**src/rtl/seg_scan_ctrl_pkg.sv**
```systemverilog
// Shared types and sizes for the seven-segment scan controller.
package seg_pkg;

    localparam int NUM_DIGITS = 8;
    localparam int DIGIT_W    = 4;
    localparam int SEL_W      = 3;

    typedef logic [DIGIT_W-1:0] digit_t;
    typedef logic [SEL_W-1:0]   sel_t;

    // Packed so that digit i occupies bits [4i+3:4i] of a flat 32-bit load word.
    typedef logic [NUM_DIGITS-1:0][DIGIT_W-1:0] digit_buf_t;

endpackage

```
**src/rtl/seg_scan_ctrl_if.sv**
```systemverilog
// Host-side write/load/mask signals and decoder-side scan outputs.
interface seg_scan_ctrl_if;
    import seg_pkg::*;

    logic                          wr_en;
    sel_t                          wr_addr;
    digit_t                        wr_data;
    logic                          load_en;
    logic [NUM_DIGITS*DIGIT_W-1:0] load_data;
    logic [NUM_DIGITS-1:0]         digit_en;

    digit_t                        num;
    sel_t                          sel;
    logic                          blank;
    logic                          scan_tick;

    modport master (
        output wr_en, wr_addr, wr_data, load_en, load_data, digit_en,
        input  num, sel, blank, scan_tick
    );

    modport slave (
        input  wr_en, wr_addr, wr_data, load_en, load_data, digit_en,
        output num, sel, blank, scan_tick
    );

endinterface

```
**src/rtl/seg_scan_ctrl_prescaler.sv**
```systemverilog
// Refresh prescaler: one-cycle tick every DIV clocks.
// Implemented as a down-counter that reloads DIV-1 and ticks at zero, so the
// tick lands on the DIV-th cycle after reset exactly as an up-count would.
module seg_prescaler #(
    parameter int unsigned DIV = 100000
) (
    input  logic clk,
    input  logic rst_n,
    output logic tick_o
);

    localparam int unsigned    CNT_W  = (DIV > 1) ? $clog2(DIV) : 1;
    localparam logic [CNT_W-1:0] RELOAD = CNT_W'(DIV - 1);

    logic [CNT_W-1:0] cnt_q;
    logic [CNT_W-1:0] cnt_d;

    assign tick_o = (cnt_q == '0);

    // Terminal count reloads; otherwise keep counting down.
    always_comb begin
        cnt_d = tick_o ? RELOAD : cnt_q - CNT_W'(1);
    end

    // Counter register; reset restarts a full slot.
    always_ff @(posedge clk) begin
        if (!rst_n) cnt_q <= RELOAD;
        else        cnt_q <= cnt_d;
    end

endmodule

```
**src/rtl/seg_scan_ctrl.sv**
```systemverilog
// Eight-digit scan controller: holds the digit buffer and time-multiplexes it
// onto num/sel for the seven-segment decoder, one digit per refresh slot.
module seg_scan_ctrl
    import seg_pkg::*;
#(
    parameter int unsigned REFRESH_DIV = 100000
) (
    input  logic          clk,
    input  logic          rst_n,
    seg_scan_ctrl_if.slave bus
);

    logic       tick;
    digit_buf_t dbuf_q, dbuf_d;
    sel_t       sel_q, sel_next;
    digit_t     num_q, num_d;
    logic       blank_q, blank_d;
    logic       scan_tick_q;

    seg_prescaler #(.DIV(REFRESH_DIV)) u_prescaler (
        .clk    (clk),
        .rst_n  (rst_n),
        .tick_o (tick)
    );

    // Buffer update: a full load wins over a single-digit write.
    always_comb begin
        dbuf_d = dbuf_q;
        if (bus.load_en)    dbuf_d = bus.load_data;
        else if (bus.wr_en) dbuf_d[bus.wr_addr] = bus.wr_data;
    end

    // Next digit and its outputs; reading dbuf_d gives write-through on the same edge.
    always_comb begin
        sel_next = tick ? sel_t'(sel_q + sel_t'(1)) : sel_q;
        num_d    = dbuf_d[sel_next];
        blank_d  = ~bus.digit_en[sel_next];
    end

    // All outputs registered together so num, sel and blank switch on one edge.
    always_ff @(posedge clk) begin
        if (!rst_n) begin
            dbuf_q      <= '0;
            sel_q       <= '0;
            num_q       <= '0;
            blank_q     <= 1'b0;
            scan_tick_q <= 1'b0;
        end else begin
            dbuf_q      <= dbuf_d;
            sel_q       <= sel_next;
            num_q       <= num_d;
            blank_q     <= blank_d;
            scan_tick_q <= tick;
        end
    end

    assign bus.num       = num_q;
    assign bus.sel       = sel_q;
    assign bus.blank     = blank_q;
    assign bus.scan_tick = scan_tick_q;

endmodule
```
**src/flat_wrapper.sv**
```systemverilog
// flat-port wrapper written by rule: the top's interface ports become plain ports
module seg_scan_ctrl_flat import seg_pkg::*;
#(
    parameter int unsigned REFRESH_DIV = 100000
)
  (clk, rst_n, bus_wr_en, bus_wr_addr, bus_wr_data, bus_load_en, bus_load_data, bus_digit_en, bus_num, bus_sel, bus_blank, bus_scan_tick);
  seg_scan_ctrl_if bus_i ();
  input  logic clk;
  input  logic rst_n;
  input wire logic [$bits(bus_i.wr_en)-1:0] bus_wr_en;
  input wire logic [$bits(bus_i.wr_addr)-1:0] bus_wr_addr;
  input wire logic [$bits(bus_i.wr_data)-1:0] bus_wr_data;
  input wire logic [$bits(bus_i.load_en)-1:0] bus_load_en;
  input wire logic [$bits(bus_i.load_data)-1:0] bus_load_data;
  input wire logic [$bits(bus_i.digit_en)-1:0] bus_digit_en;
  output wire logic [$bits(bus_i.num)-1:0] bus_num;
  output wire logic [$bits(bus_i.sel)-1:0] bus_sel;
  output wire logic [$bits(bus_i.blank)-1:0] bus_blank;
  output wire logic [$bits(bus_i.scan_tick)-1:0] bus_scan_tick;
  assign bus_i.wr_en = bus_wr_en;
  assign bus_i.wr_addr = bus_wr_addr;
  assign bus_i.wr_data = bus_wr_data;
  assign bus_i.load_en = bus_load_en;
  assign bus_i.load_data = bus_load_data;
  assign bus_i.digit_en = bus_digit_en;
  assign bus_num = bus_i.num;
  assign bus_sel = bus_i.sel;
  assign bus_blank = bus_i.blank;
  assign bus_scan_tick = bus_i.scan_tick;
  seg_scan_ctrl #(.REFRESH_DIV(REFRESH_DIV)) u_core (.clk(clk), .rst_n(rst_n), .bus(bus_i));
endmodule
```
**config.mk**
```make
export PLATFORM = sky130hd
export DESIGN_NAME = seg_scan_ctrl_flat
export DESIGN_NICKNAME = d
export VERILOG_FILES = /design/src/rtl/seg_scan_ctrl_pkg.sv /design/src/rtl/seg_scan_ctrl_if.sv /design/src/rtl/seg_scan_ctrl_prescaler.sv /design/src/rtl/seg_scan_ctrl.sv /design/src/flat_wrapper.sv
export SDC_FILE = /design/constraint.sdc
export NUM_CORES = 1
export LEC_CHECK = 0
export BUFFER_PORTS_ARGS = -buffer_cell sky130_fd_sc_hd__buf_2
export CORE_UTILIZATION = 30
export CTS_CLUSTER_DIAMETER = 50
export DETAILED_ROUTE_END_ITERATION = 6
export GPL_TIMING_DRIVEN = 0
export PLACE_DENSITY_LB_ADDON = 0.05
export SETUP_SLACK_MARGIN = 0.15
export SLEW_MARGIN = 10
export SYNTH_ARGS = -nofsm -noshare
export SYNTH_HDL_FRONTEND = slang
export SYNTH_SLANG_ARGS = --single-unit
```
**constraint.sdc**
```tcl
create_clock -name clk -period 3.5 [get_ports clk]
set_clock_uncertainty 0.05 [all_clocks]
set_input_delay 0.35 -clock clk [delete_from_list [all_inputs] [get_ports clk]]
set_output_delay 0.35 -clock clk [all_outputs]
set_load 0.01 [all_outputs]
```
# Word level (Yosys, flattened, before mapping)
# Index checks and enable logic that the tools add are counted.
# word_totals
output_inout_bits	9
register_bits	58
word_cells	33
inputBits	51
# classes
muxes	10
order_cmp	3
addsub	2
bitwise	2
n_reduce_logical	3
# op_table
operator	count
$mux 32	2
$bwmux 32	1
$logic_not 17->1	1
$sub 17x1->17 const B	1
$bmux 4 s3	1
$demux 4 s3	1
$lt 3x4->1 const B	2
$mux 4	2
$add 3x1->3 const B	1
$bmux 1 s3	1
$ge 3x1->1 const B	1
$mux 3	1
$not 1->1	2
$reduce_or 2->1	1
$logic_and 1x1->1	1
$mux 1	1

# Logic depth before layout (Yosys ltp)
# Gate-level depths: netlist of the first run.
# logic_depth
word_depth	9
mapped_depth	12

# Modules after synthesis
# From an unflattened synthesis of the first run, not the netlist that was laid out.
# unflattened
cells_unflattened	356
area_unflattened_um2	3155.5
# by_module_without_submodules
mod	area_per_inst_um2	n_inst	cells_each
seg_scan_ctrl	2371.0	1	273
seg_prescaler	784.5	1	83

# Worst setup path before layout of the first run
# No wires, ideal clock.
# synth_path
path_kind	register to register
startpoint	register u_core.u_prescaler.cnt_q[0]
endpoint	register u_core.num_q[0], in the netlist u_core.bus.num[0]
setup_ps	120
arrival_time_ps	2587
setup_slack_ps	743
stages_incl_launch_ff	13
synth_period_minus_slack_ps	2757
path_buffers	3
required_time_ps	3330
path_cell_list	dfxtp_1 -> inv_1 -> ha_1 -> or4b_1 -> nor4_2 -> and4_1 -> buf_6 -> mux2i_1 -> buf_6 -> buf_6 -> mux2i_1 -> o22ai_1 -> a211o_1
# synth_between
elab_chain_len	4
# synth_lines
element	line_no	text
start, declared	seg_scan_ctrl_prescaler.sv:15	logic [CNT_W-1:0] cnt_q;
start signal, assigned	seg_scan_ctrl_prescaler.sv:28	else cnt_q <= cnt_d;
$logic_not 17->1	seg_scan_ctrl_prescaler.sv:18	assign tick_o = (cnt_q == '0);
$mux 3	seg_scan_ctrl.sv:35	sel_next = tick ? sel_t'(sel_q + sel_t'(1)) : sel_q;
$bmux 4 s3	seg_scan_ctrl.sv:36	num_d = dbuf_d[sel_next];
$mux 4 (not written as such)	seg_scan_ctrl.sv:36	
end signal, assigned	seg_scan_ctrl.sv:51	num_q <= num_d;
end, declared	seg_scan_ctrl.sv:16	digit_t num_q, num_d;
# No other way between the ends. The select of a mux whose other input is x is not followed.
# A chain may end at the register's enable or synchronous reset.

# Final worst setup path of the first run
# Ends and elaborated chain as after synthesis.

==> results.md, run 1 <==
- DP Cell Count: between 500 and 600
- Total negative slack: 0 ns
- Residual DRC: 0
- Worst Path Max Fanout: 10
- GP Congestion: 0.715
- WP data arrival: 3.29 ns
- Number of vias per cell: 4.74
- CTS tree: built
- Nets: roughly 460
- Status: completed
- First-pass GRT wire length: roughly 13,000 um
- Top cell type by total area after synthesis: dfxtp_1
- Sequential power share: 0.446
- Proportion of layout cells with a drive suffix above 1: 0.196
- H-tree depth: 3
- Gate power share: 0.106
- Placed Area: 3440 um2
- Switching power: 0.383 mW
- Total gr overflow: 0
- GRT Total Usage: 0.170
- TritonCTS buffer count: 9
- Avg Cell Area, Syn: 8.84 um2
- Total Wirelength: 8180 um
- Final Setup Violations: 0
- Worst setup SP type: flip-flop
- Mapped Nets: ~400
- Row count: 36
- Internal cell power: 1.18 mW
- Synth cell types: 41
- Post-synthesis register bit count: 58
- Clk slew on worst S/H paths: 0.07 ns
- Drt pass-1 iters: 4
- Die Ht: 102 um
- Largest net degree at the start of global routing: 11
- Post-layout min period: 3.11 ns
- Post-Syn Instances: 342
- Sink Count: between 50 and 60
- Post-CTS Setup Bufs: 0
- Detail Route Antenna Nets: 0
- Initial antenna violation count: 0
- Worst-Skew Late Latency: 0.34 ns
- Die area: 10,500 um2
- Fin area: ~3700 um2
- Clk pwr share: 0.448
- Fin cells: 541
- CP required: 3.68 ns
- Switching Fraction: 0.245
- Max-cap check violation count: 0
- Top cell type's share of synthesized area: 0.384
- Async SR Flop Fraction: 0
- CP Capture Type: flip-flop
- PwrDens: 426 nW/um2
- Ys flop type: dfxtp_1
- Via count of the routed design: 2,565
- Post-CTS Hold Fix Bufs: 0
- I/O Pins: 60
- Leak Pwr: around 1.6 nW
- Ys Warns: 0
- CP Class: flip-flop to flip-flop
- F_max: roughly 0.32 GHz
- Starting density of the core: 0.309
- Register area share after synthesis: 0.384
- Slew Limit Fails: 0
- Worst vdd ir: between 0.2 and 0.25 mV
- Part of the cycle the worst path needs: 0.890
- RSZ-0062 raised after global routing: no
- Drt wl/cell: 15.1 um
- Post-cts resize count: 0
- Synth Cell Area: 3020 um2
- IO buf count: 50
- Number of diodes: 0
- Fin. Hold Viols: 0
- Top cells by area, synth: dfxtp_1, mux2i_1, nor2_1
- Filler cells: around 1,100
- P&R area growth vs syn: 21.4%
- Reg-to-reg slack, setup: between 0.3 and 0.4 ns
- Clk root buf: clkbuf_8
- EDFF count, synth: 0
- Die width: 102 um
- Slew headroom: 0.419
- Final Hold Slack: 0.209 ns
- Max Root-Sink Buffers: 2
- Core area: 9770 um2
- Hold Crit Class: input port to flip-flop
- DR iter-0 viols: 81
- Hpwl dp: a little over 6000 um
- Vias in the first global route: 2,558
- Slew at the pin closest to its max-slew limit: 0.869 ns
## worst max-delay path: stages, from the launching register on
cell and delay [ns]:
dfxtp_1 0.34, inv_1 0.06, ha_1 0.18, or4b_1 0.47
nor4_2 0.13, and4_1 0.23, buf_6 0.14, mux2i_1 0.31
buf_6 0.23, buf_6 0.20, mux2i_1 0.22, o22ai_1 0.12
a211o_1 0.32
## cell families after synthesis
group	synth area share
DFF	0.384
adders and majority gates	0.00828
muxes	0.202
AOI/OAI and AO/OA	0.0940
buffers and inverters	0.0460
and+or+nand+nor	0.225
xor gates and xnor gates	0.0406
## state kept, by name, indices dropped and copies added, names as in the netlist
name / flops
u_core.dbuf_q: 32
u_core.u_prescaler.cnt_q: 17
u_core.bus.num: 4
u_core.bus.sel: 3
u_core.bus.blank: 1
u_core.bus.scan_tick: 1
## layer usage
layer,GRT usage,up-vias,part of all wire
met3,0.0349,12,0.033
met2,0.283,46,0.47
li1,-,1308,-
met4,0.0637,0,0.017
met5,0,-,0
met1,0.218,1199,0.48
## final cells by class
type,instances,area (um2),share of cell area
multi-input combinational,253,1730,0.472
sequential,58,1160,0.317
timing repair buffer,50,250,0.0682
tap,133,166,0.0454
clock buffer,11,141,0.0385
buffer,25,116,0.0317
clock inverter,5,77.6,0.0211
inverter,6,22.5,0.00614
## placed cells by master, fill, tap and decap left out, drive strengths merged, types with 3 or more instances in the layout
cell type  synthesis  routed
dfxtp             58      58
buf                3      53
mux2i             47      47
nor2              42      42
nand2             33      33
clkbuf            22      33
o21ai             22      22
and2              20      20
a21oi             14      14
xnor2             10      10
mux2               6       6
inv                5       5
nor4               5       5
nor3               4       4
xor2               4       4
nor2b              4       4
nand4b             3       3
nor4bb             3       3
nand3              3       3
nand4              3       3
o22ai              3       3
a211o              3       3
mux4               3       3
clkinv             1       3
## metrics by stage
step | total power [mW] | util | worst slack (ns)
3_3_place_gp | 0.876 | 0.352 | 0.201
3_5_place_dp | 0.878 | 0.352 | 0.267
4_1_cts | 1.58 | 0.374 | 0.248
2_1_floorplan | 0.816 | - | 0.743
6_report | 1.56 | 0.375 | 0.385
5_1_grt | 1.64 | 0.375 | 0.144
## final timing paths
path                                           from                                      to  cells after the start
max reg2reg  u_core.u_prescaler.cnt_q[0]$_SDFF_PP1_            u_core.bus.num[0]$_SDFF_PN0_                     12
min reg2reg  u_core.u_prescaler.cnt_q[0]$_SDFF_PP1_  u_core.u_prescaler.cnt_q[0]$_SDFF_PP1_                      1
max          u_core.u_prescaler.cnt_q[0]$_SDFF_PP1_            u_core.bus.num[0]$_SDFF_PN0_                     12
min                               bus_load_data[11]            u_core.dbuf_q[11]$_SDFF_PN0_                      3
## power by group through the flow
| stage | combinational, mW | clock (mW) | sequential [mW] |
|---|---|---|---|
| final | 0.166 | 0.700 | 0.696 |
| after global routing | 0.187 | 0.754 | 0.699 |
| after CTS | 0.168 | 0.718 | 0.696 |
| after detailed placement | 0.167 | 0 | 0.712 |
| after global placement | 0.166 | 0 | 0.711 |
| after floorplan | 0.105 | 0 | 0.711 |
## Yosys cell counts, drive strengths merged (2+ instances only)
cell,count
o221ai,2
nand3,3
or4,2
mux2,6
and3,2
nor2b,4
clkbuf,22
o31ai,2
nor4bb,3
nand4b,3
a21oi,14
xnor2,10
xor2,4
ha,2
o21ai,22
nand2b,2
nand4,3
buf,3
nor4,5
a211o,3
nor3,4
o22ai,3
dfxtp,58
inv,5
mux4,3
nor3b,2
and2,20
mux2i,47
nand2,33
nor2,42
(Power assumes the default switching activity.)
==> inputs of run 2 (changes only) <==
Settings changed: REMOVE_ABC_BUFFERS set to 1.
==> run 2 against run 1 <==
Compared with the run above: via count decreased by 4.6%; worst hold slack improved by 0.017 ns; flip-flop and latch count unchanged; critical path depth decreased by 2.
==> results.md, run 2 (synthesis results as in run 1) <==
- Hold Crit Class: input port to flip-flop
- H-tree depth: 3
- Final Hold Slack: 0.226 ns
- Critical path origin: u_core.u_prescaler.cnt_q[0]$_SDFF_PP1_
- Row count: 36
- Post-layout min period: approximately 3.1 ns
- Worst vdd ir: between 0.15 and 0.2 mV
- Switching Fraction: 0.239
- Worst Hold Launch: bus_load_data[31]
- Crit path cell chain: inv_1 > ha_1 > or4b_1 > nor4_2 > and4_2 > mux2i_4 > buf_16 > mux2i_1 > o22ai_1 > a211o_1
- Pre-CTS setup slack: between 0.2 and 0.25 ns
- CP Capture Type: flip-flop
- Hpwl dp: 5340 um
- Worst-Skew Late Latency: 0.33 ns
- PwrDens: 415 nW/um2
- P&R area growth vs syn: 20.0%
- Nets: 441
- Worst setup SP type: flip-flop
- Leak Pwr: 1.61 nW
- I/O Pins: 60
- Drt wl/cell: 14.6 um
- F_max: 0.321 GHz
- Clk slew on worst S/H paths: 0.07 ns
- Sequential power share: 0.463
- Die width: approximately 100 um
- Vias in the first global route: 2,267
- Slew at the pin closest to its max-slew limit: 1.26 ns
- Final worst slack: 0.381 ns
- Switching power: 0.360 mW
- Core area: 9770 um2
- Die Ht: 102 um
- CP Buf/Inv Count: 2
- Slew Limit Fails: 0
- Via count of the routed design: ~2,400
- Detail Route Antenna Nets: 0
- Fin area: 3620 um2
- Clk pwr share: 0.429
- Slowest cell on the critical path: or4b_1
- Final core utilization: 0.371
- Placed Area: 3410 um2
- Power Total: 1.50 mW
- Most frequent cells in the layout: buf_2, dfxtp_1, mux2i_1
- Die area: between 10,000 and 15,000 um2
- Drt pass-1 iters: 4
- First-pass GRT wire length: ~12,000 um
- GP Congestion: 0.786
- GRT Total Usage: 0.155
- Initial antenna violation count: 0
- Fin cells: 525
- Worst path max stage delay: 0.48 ns
- Residual DRC: 0
- Largest net degree at the start of global routing: 67
- Number of vias per cell: 4.66
- Total negative slack: 0 ns
- Clk root buf: clkbuf_8
- CP required: 3.67 ns
- DP Cell Count: 510
- IO buf count: a little under 60
- Worst Path Max Fanout: 17
- WP data arrival: about 3.3 ns
- Proportion of layout cells with a drive suffix above 1: 0.224
- Largest Register: u_core.dbuf_q
- Gate power share: 0.109
- Starting density of the core: 0.309
- DR iter-0 viols: 63
- Part of the cycle the worst path needs: 0.891
- Final Setup Violations: 0
- Total Wirelength: 7660 um
- Reg2reg start: u_core.u_prescaler.cnt_q[0]$_SDFF_PP1_
- Status: completed
- Slew headroom: 0.148
- Internal cell power: 1.14 mW
- Delay-heaviest family, CP: simple AND/OR/NAND/NOR gates
- Sink Count: 58
- Max Root-Sink Buffers: 2
- TritonCTS buffer count: 9
- Total gr overflow: 0
- Max reg flops: 32
- Fin. Hold Viols: 0
- Number of diodes: 0
- CP Class: flip-flop to flip-flop
- Most common cell after layout, fill and taps aside: buf_2
- CTS tree: built
- Max-cap check violation count: 0
- RSZ-0062 raised after global routing: no
==> run 2: cell types whose count changed in the layout (fill, tap and decap cells not counted), sizes merged <==
cell | previous run | this run
clkbuf | 33 | 13
buf | 53 | 60
clkinv | 3 | 2
clkinvlp | 1 | 0
bufinv | 2 | 1
==> run 2: timing repair <==
action                                  4_1_cts  5_1_grt
hold endpoints to repair                      0        0
hold buffers                                  0        0
setup buffers                                 0        0
endpoints found under the setup margin        0        4
resized for setup                             0        1
==> run 2: per-layer routing <==
layer / GRT usage / vias to the layer above / share of wire
li1: - / 1277 / -
met1: 0.197 / 1119 / 0.49
met2: 0.253 / 44 / 0.46
met3: 0.0492 / 7 / 0.041
met4: 0.0363 / 0 / 0.0086
met5: 0 / - / 0
==> run 2: final cells by class <==
cell class	count	area, um2
multi-input combinational	253	1750
timing repair buffer	60	323
sequential	58	1160
tap	133	166
clock buffer	13	169
fill	1040	6150
clock inverter	2	35.0
inverter	6	22.5
==> run 2: worst register-to-register path, cell delays in order, from the launching register on <==
cell     delay [ns]
dfxtp_1        0.34
inv_1          0.07
ha_1           0.18
or4b_1         0.48
nor4_2         0.13
and4_2         0.40
mux2i_4        0.38
buf_16         0.21
mux2i_1        0.29
o22ai_1        0.13
a211o_1        0.32
==> run 2: path summary, 6_finish.rpt <==
path,to,slack [ns],cells after the start
setup / recovery,u_core.bus.num[0]$_SDFF_PN0_,0.38,10
hold / removal,u_core.dbuf_q[31]$_SDFF_PN0_,0.23,3
setup reg to reg,u_core.bus.num[0]$_SDFF_PN0_,0.38,10
hold reg to reg,u_core.u_prescaler.cnt_q[0]$_SDFF_PP1_,0.38,1
==> run 2: power by group through the flow <==
stage	clock (mW)	combinational [mW]	sequential, mW
4_1_cts	0.670	0.167	0.696
5_1_grt	0.700	0.185	0.698
6_report	0.645	0.164	0.696
3_3_place_gp	0	0.164	0.711
2_1_floorplan	0	0.0851	0.711
3_5_place_dp	0	0.166	0.711
